<file path="src/rtl/mem_arb_pkg.sv">
// Shared types and widths for the CPU memory-port arbiter.
// Holds the FSM/owner enums and the memory-wait decode used by the perf counters.
package mem_arb_pkg;

    localparam int ADDR_W = 32;
    localparam int DATA_W = 32;
    localparam int STRB_W = 4;

    typedef enum logic [1:0] {
        IDLE  = 2'd0,
        REQ   = 2'd1,
        RWAIT = 2'd2,
        ROUT  = 2'd3
    } arb_state_t;

    typedef enum logic {
        INST = 1'b0,
        DATA = 1'b1
    } arb_owner_t;

    // True for every cycle the arbiter is blocked waiting on the memory side.
    function automatic logic mem_wait_cycle(input arb_state_t state,
                                            input logic       req_ack,
                                            input logic       rvalid);
        return ((state == REQ) && !req_ack) || ((state == RWAIT) && !rvalid);
    endfunction

endpackage

</file>
<file path="src/rtl/mem_arb_perf_cnt.sv">
// Grant and memory-stall counters for the memory-port arbiter.
// Only instantiated when ARB_PERF_CNT_EN is defined; all counters wrap modulo 2^32.
module mem_arb_perf_cnt
    import mem_arb_pkg::*;
(
    input  logic              clk,
    input  logic              rst,
    input  logic              i_inst_grant,
    input  logic              i_data_grant,
    input  logic              i_stall,
    output logic [DATA_W-1:0] o_inst_grants,
    output logic [DATA_W-1:0] o_data_grants,
    output logic [DATA_W-1:0] o_stall_cycles
);

    logic [DATA_W-1:0] r_inst_grants;
    logic [DATA_W-1:0] r_data_grants;
    logic [DATA_W-1:0] r_stall_cycles;

    always_ff @(posedge clk or posedge rst) begin
        if (rst) begin
            r_inst_grants  <= '0;
            r_data_grants  <= '0;
            r_stall_cycles <= '0;
        end else begin
            if (i_inst_grant) r_inst_grants  <= r_inst_grants + 1'b1;
            if (i_data_grant) r_data_grants  <= r_data_grants + 1'b1;
            if (i_stall)      r_stall_cycles <= r_stall_cycles + 1'b1;
        end
    end

    assign o_inst_grants  = r_inst_grants;
    assign o_data_grants  = r_data_grants;
    assign o_stall_cycles = r_stall_cycles;

endmodule

</file>
<file path="src/rtl/mem_port_arbiter.sv">
// Shares one memory port between instruction-fetch and data channels, one transaction at a time.
// Define ARB_PERF_CNT_EN to add the perf_* grant/stall counter outputs.
module mem_port_arbiter
    import mem_arb_pkg::*;
(
    input  logic              clk,
    input  logic              rst,

    input  logic [ADDR_W-1:0] inst_addr,
    input  logic              inst_req_valid,
    output logic              inst_req_ack,
    output logic [DATA_W-1:0] inst_rdata,
    output logic              inst_rvalid,
    input  logic              inst_rack,

    input  logic [ADDR_W-1:0] data_addr,
    input  logic              data_wen,
    input  logic              data_ren,
    input  logic [DATA_W-1:0] data_wdata,
    input  logic [STRB_W-1:0] data_wstrb,
    output logic              data_req_ack,
    output logic [DATA_W-1:0] data_rdata,
    output logic              data_rvalid,
    input  logic              data_rack,

    output logic [ADDR_W-1:0] mem_addr,
    output logic              mem_wen,
    output logic              mem_ren,
    output logic [DATA_W-1:0] mem_wdata,
    output logic [STRB_W-1:0] mem_wstrb,
    input  logic              mem_req_ack,
    input  logic [DATA_W-1:0] mem_rdata,
    input  logic              mem_rvalid,
    output logic              mem_rack
`ifdef ARB_PERF_CNT_EN
    ,
    output logic [DATA_W-1:0] perf_inst_grants,
    output logic [DATA_W-1:0] perf_data_grants,
    output logic [DATA_W-1:0] perf_stall_cycles
`endif
);

    arb_state_t        r_state;
    arb_state_t        w_state_nxt;
    arb_owner_t        r_owner;

    logic [ADDR_W-1:0] r_addr;
    logic              r_wen;
    logic              r_ren;
    logic [DATA_W-1:0] r_wdata;
    logic [STRB_W-1:0] r_wstrb;
    logic              r_inst_req_ack;
    logic              r_data_req_ack;
    logic [DATA_W-1:0] r_inst_rdata;
    logic [DATA_W-1:0] r_data_rdata;

    logic              w_data_pending;
    logic              w_accept_data;
    logic              w_accept_inst;
    logic              w_owner_rack;

    assign w_data_pending = data_wen | data_ren;
    assign w_owner_rack   = (r_owner == DATA) ? data_rack : inst_rack;

    // Data wins over fetch; a write never waits for a response phase.
    always_comb begin
        w_state_nxt   = r_state;
        w_accept_data = 1'b0;
        w_accept_inst = 1'b0;
        case (r_state)
            IDLE: begin
                if (w_data_pending) begin
                    w_accept_data = 1'b1;
                    w_state_nxt   = REQ;
                end else if (inst_req_valid) begin
                    w_accept_inst = 1'b1;
                    w_state_nxt   = REQ;
                end
            end
            REQ: begin
                if (mem_req_ack) begin
                    w_state_nxt = r_wen ? IDLE : RWAIT;
                end
            end
            RWAIT: begin
                if (mem_rvalid) begin
                    w_state_nxt = ROUT;
                end
            end
            ROUT: begin
                if (w_owner_rack) begin
                    w_state_nxt = IDLE;
                end
            end
            default: w_state_nxt = IDLE;
        endcase
    end

    always_ff @(posedge clk or posedge rst) begin
        if (rst) begin
            r_state        <= IDLE;
            r_owner        <= INST;
            r_addr         <= '0;
            r_wen          <= 1'b0;
            r_ren          <= 1'b0;
            r_wdata        <= '0;
            r_wstrb        <= '0;
            r_inst_req_ack <= 1'b0;
            r_data_req_ack <= 1'b0;
            r_inst_rdata   <= '0;
            r_data_rdata   <= '0;
        end else begin
            r_state        <= w_state_nxt;
            r_inst_req_ack <= w_accept_inst;
            r_data_req_ack <= w_accept_data;

            // A simultaneous wen+ren is treated as a plain write.
            if (w_accept_data) begin
                r_owner <= DATA;
                r_addr  <= data_addr;
                r_wen   <= data_wen;
                r_ren   <= data_ren & ~data_wen;
                r_wdata <= data_wdata;
                r_wstrb <= data_wstrb;
            end else if (w_accept_inst) begin
                r_owner <= INST;
                r_addr  <= inst_addr;
                r_wen   <= 1'b0;
                r_ren   <= 1'b1;
                r_wstrb <= '0;
            end

            if ((r_state == RWAIT) && mem_rvalid) begin
                if (r_owner == DATA) begin
                    r_data_rdata <= mem_rdata;
                end else begin
                    r_inst_rdata <= mem_rdata;
                end
            end
        end
    end

    assign inst_req_ack = r_inst_req_ack;
    assign data_req_ack = r_data_req_ack;
    assign inst_rdata   = r_inst_rdata;
    assign data_rdata   = r_data_rdata;
    assign inst_rvalid  = (r_state == ROUT) && (r_owner == INST);
    assign data_rvalid  = (r_state == ROUT) && (r_owner == DATA);

    assign mem_addr     = r_addr;
    assign mem_wdata    = r_wdata;
    assign mem_wstrb    = r_wstrb;
    assign mem_wen      = (r_state == REQ) && r_wen;
    assign mem_ren      = (r_state == REQ) && r_ren;
    assign mem_rack     = (r_state == RWAIT);

`ifdef ARB_PERF_CNT_EN
    logic w_mem_stall;

    assign w_mem_stall = mem_wait_cycle(r_state, mem_req_ack, mem_rvalid);

    mem_arb_perf_cnt u_perf_cnt (
        .clk            (clk),
        .rst            (rst),
        .i_inst_grant   (r_inst_req_ack),
        .i_data_grant   (r_data_req_ack),
        .i_stall        (w_mem_stall),
        .o_inst_grants  (perf_inst_grants),
        .o_data_grants  (perf_data_grants),
        .o_stall_cycles (perf_stall_cycles)
    );
`endif

endmodule

</file>
<file path="config.mk">
export PLATFORM = sky130hd
export DESIGN_NAME = mem_port_arbiter
export DESIGN_NICKNAME = d
export VERILOG_FILES = /design/src/rtl/mem_arb_pkg.sv /design/src/rtl/mem_arb_perf_cnt.sv /design/src/rtl/mem_port_arbiter.sv
export SDC_FILE = /design/constraint.sdc
export NUM_CORES = 1
export LEC_CHECK = 0
export CAP_MARGIN = 15
export CORE_ASPECT_RATIO = 0.6
export CORE_MARGIN = 2
export CORE_UTILIZATION = 40
export CTS_CLUSTER_SIZE = 20
export DETAILED_ROUTE_END_ITERATION = 12
export GPL_TIMING_DRIVEN = 0
export PLACE_DENSITY_LB_ADDON = 0.3
export SLEW_MARGIN = 10
export SYNTH_ARGS = -nofsm -noshare
export SYNTH_HDL_FRONTEND = slang
export SYNTH_HIERARCHICAL = 1
export SYNTH_SLANG_ARGS = --single-unit
</file>
<file path="constraint.sdc">
create_clock -name clk -period 6.7 [get_ports clk]
set_input_delay 1.34 -clock clk [delete_from_list [all_inputs] [get_ports clk]]
set_output_delay 1.34 -clock clk [all_outputs]
set_load 0.05 [all_outputs]
</file>
==> impl_metrics.env <==
export IMPL_cp_max_fo=10
export IMPL_p_leak_nw=3.84
export IMPL_vias=4267
export IMPL_critPathKind="flip-flop to output port"
export IMPL_root_buffer="clkbuf_16"
export IMPL_clockBufferDepth=2
export IMPL_highest_layer="met4"
export IMPL_io_pins=280
export IMPL_yosys_area_share_simple_pct=1.75
export IMPL_drcViolationCount=0
export IMPL_rsz0062_at_grt="false"
export IMPL_core_area_um2=13600
export IMPL_post_route_util_pct=67.6
export IMPL_fp_dieArea_um2=14900
export IMPL_pre_cts_slack_ns=3.30
export IMPL_hold_path_class="flip-flop to flip-flop"
export IMPL_synth_nets=533
export IMPL_dr_pass1_iters=4
export IMPL_cts_resized_gates=0
export IMPL_wl_met1_um=6700
export IMPL_clock_latency_ns=0.40
export IMPL_synth_top_family_by_area="multiplexers"
export IMPL_setup_viol=0
export IMPL_ff2ff_path_depth=5
export IMPL_tightest_slew_ns=0.601
export IMPL_avgSynthCellArea_um2=14.2
export IMPL_fmax_ghz=0.288
export IMPL_critPathSlowestCell="clkdlybuf4s50_1"
export IMPL_synth_compound_area_share_pct=7.06
export IMPL_layout_min_cycle_time_ns=3.47
export IMPL_die_x_um=156
export IMPL_portBuffers=279
export IMPL_clkSinkCount=139
export IMPL_cts_htree_levels=4
export IMPL_hpwlAfterDp_um=11800
export IMPL_ir_drop_mv=0.309
export IMPL_pwr_density_cell_nw_per_um2=614
export IMPL_crit_buf_inv=2
export IMPL_min_path_cells=1
export IMPL_final_hold_violation_count=0
export IMPL_die_h_um=95.5
export IMPL_slowest_delay_ns=0.88
export IMPL_cts_hold_buf=0
export IMPL_grt_max_degree=93
export IMPL_antenna_found_initial=0
export IMPL_min_delay_start="mem_wdata[10]$_DFFE_PP0P_"
export IMPL_synth_seq_cells=139
export IMPL_cts_buffers=17
export IMPL_dr_wl_met2_um=7660
export IMPL_grt_pass1_vias=4651
export IMPL_grt_pass1_wl_um=24600
export IMPL_rows=33
export IMPL_gp_congestion=0.731
export IMPL_finalWirelength_um=15800
export IMPL_syn_to_final_growth_pct=65.2
export IMPL_routed_wl_met3_um=1120
export IMPL_crit_arrival_ns=2.13
export IMPL_status="completed"
export IMPL_critPathLaunchType="flip-flop"
export IMPL_hold_path_end="mem_wdata[10]$_DFFE_PP0P_"
export IMPL_cts_tree="yes"
export IMPL_synth_fa_ha_area_share_pct=0
export IMPL_final_cell_mix="clkdlybuf4s50_1 (279), dfrtp_1 (139), mux2_2 (81), a21oi_1 (66), mux2i_1 (34)"
export IMPL_grt_usage_pct=21.6
export IMPL_reg2reg_to="mem_wdata[4]$_DFFE_PP0P_"
export IMPL_fin_cells=877
export IMPL_drt_iter0_markers=138
export IMPL_mostFrequentLayoutCell="clkdlybuf4s50_1"
export IMPL_vias_per_cell=4.87
export IMPL_worstReg2RegStart="r_state[0]$_DFFE_PP0P_"
export IMPL_ant_nets=0
export IMPL_wl_per_cell_um=18.0
export IMPL_muxShareOfSynthArea_pct=25.7
export IMPL_fin_ws_ns=3.23
export IMPL_synth_warnings=6
export IMPL_synthCells=392
export IMPL_dp_cells=847
export IMPL_fin_skew_ns=0.0108
export IMPL_synth_area_um2=5580
export IMPL_start_util_pct=41.0
export IMPL_ys_seq_area_share_pct=62.3
export IMPL_cp_data_required_time_ns=5.36
export IMPL_yosys_area_share_xor_xnor_pct=0
export IMPL_final_nets=832
export IMPL_clkTransAtPathRegs_ns=0.06
export IMPL_min_period_over_period_pct=51.8
export IMPL_reg2reg_slack_ns=4.75
export IMPL_gr_total_overflow=0
export IMPL_postCtsSetupBuffers=0
export IMPL_drive_above_1_share_pct=19.2
export IMPL_finalMaxSlewViolations=0
export IMPL_antennaDiodeCount=0
export IMPL_slew_headroom_pct=59.8
export IMPL_crit_family="buffers and inverters"
export IMPL_drv_cap=0
export IMPL_yosysUniqueCellTypes=26
export IMPL_cp_cell_sequence="clkbuf_1 -> nor3b_1 -> clkdlybuf4s50_1"
export IMPL_end_kind="output port"
## per-stage QoR
step	cell area [µm²]	setup TNS, ns	total power [mW]	hold slack (ns)
floorplan	5580	0	3.58	0.482
global placement	8590	-1.76	4.67	0.467
detailed placement	8620	0	4.73	0.475
CTS	9220	0	5.70	0.489
global route	9220	0	5.91	0.511
finish	9220	0	5.66	0.485
## where the power goes
| group | switching, mW | leakage (nW) | total (mW) | internal [mW] |
|---|---|---|---|---|
| logic | 2.06 | 1.92 | 3.23 | 1.17 |
| registers | 0.219 | 1.63 | 1.48 | 1.26 |
| clock network | 0.365 | 0.286 | 0.951 | 0.586 |
## metal layers
| metal | track usage (%) | vias to the layer above |
|---|---|---|
| met5 | 0 | - |
| met4 | 8.49 | 0 |
| met3 | 6.59 | 22 |
| met2 | 36.2 | 177 |
| li1 | - | 2003 |
| met1 | 26.4 | 2065 |
## worst max-delay path by stage
| stage | startpoint | end | slack (ns) | depth (start not counted) |
|---|---|---|---|---|
| floorplan | rst | asynchronous set/reset pin | 1.64 | 1 |
| global placement | rst | mem_wdata[12]$_DFFE_PP0P_ | -0.02 | 2 |
| detailed placement | data_wen | mem_wdata[5]$_DFFE_PP0P_ | 3.30 | 6 |
| CTS | r_state[0]$_DFFE_PP0P_ | mem_wen | 3.21 | 3 |
| global route | r_state[0]$_DFFE_PP0P_ | mem_wen | 3.06 | 3 |
| finish | r_state[0]$_DFFE_PP0P_ | mem_ren | 3.23 | 3 |
## sequential cells by signal, indices dropped and copies added (netlist names), named ones only
signal / count
data_req_ack: 1
mem_addr: 32
inst_rdata: 32
r_wen: 1
inst_req_ack: 1
data_rdata: 32
mem_wstrb: 4
r_ren: 1
r_owner: 1
mem_wdata: 32
r_state: 1
## cell families after synthesis
logic type | after synthesis
AOI/OAI and AO/OA | 75
DFF | 139
buffers and inverters | 30
muxes | 131
and+or+nand+nor | 17
## Yosys cell counts
| cell | count | area (µm²) |
|---|---|---|
| mux2i_1 | 34 | 340 |
| nand3_1 | 1 | 5.00 |
| nor2_2 | 1 | 6.26 |
| mux2_2 | 81 | 912 |
| clkbuf_1 | 8 | 30.0 |
| nand2_1 | 3 | 11.3 |
| and2_4 | 1 | 8.76 |
| a22o_1 | 4 | 35.0 |
| nor2b_1 | 2 | 12.5 |
| mux2_1 | 15 | 169 |
| inv_1 | 3 | 11.3 |
| buf_6 | 4 | 45.0 |
| and3b_1 | 1 | 8.76 |
| a21o_1 | 1 | 7.51 |
| buf_2 | 10 | 50.1 |
| mux2_4 | 1 | 15.0 |
| a31oi_1 | 1 | 6.26 |
| or3_1 | 1 | 6.26 |
| nor3b_1 | 2 | 15.0 |
| nor2_1 | 2 | 7.51 |
| dfrtp_1 | 139 | 3480 |
| o21ai_0 | 3 | 15.0 |
| buf_4 | 5 | 37.5 |
| a21oi_1 | 66 | 330 |
| nor3_1 | 2 | 10.0 |
| and3_1 | 1 | 6.26 |
## cell type report
class / instances / area, µm²
timing repair buffer: 280 / 2820
tap: 175 / 219
multi-input combinational: 223 / 1930
clock buffer: 17 / 425
inverter: 3 / 16.3
fill: 951 / 4410
clock inverter: 13 / 168
sequential: 139 / 3480
buffer: 27 / 163
Note: power is estimated with default switching activity, not from simulation.
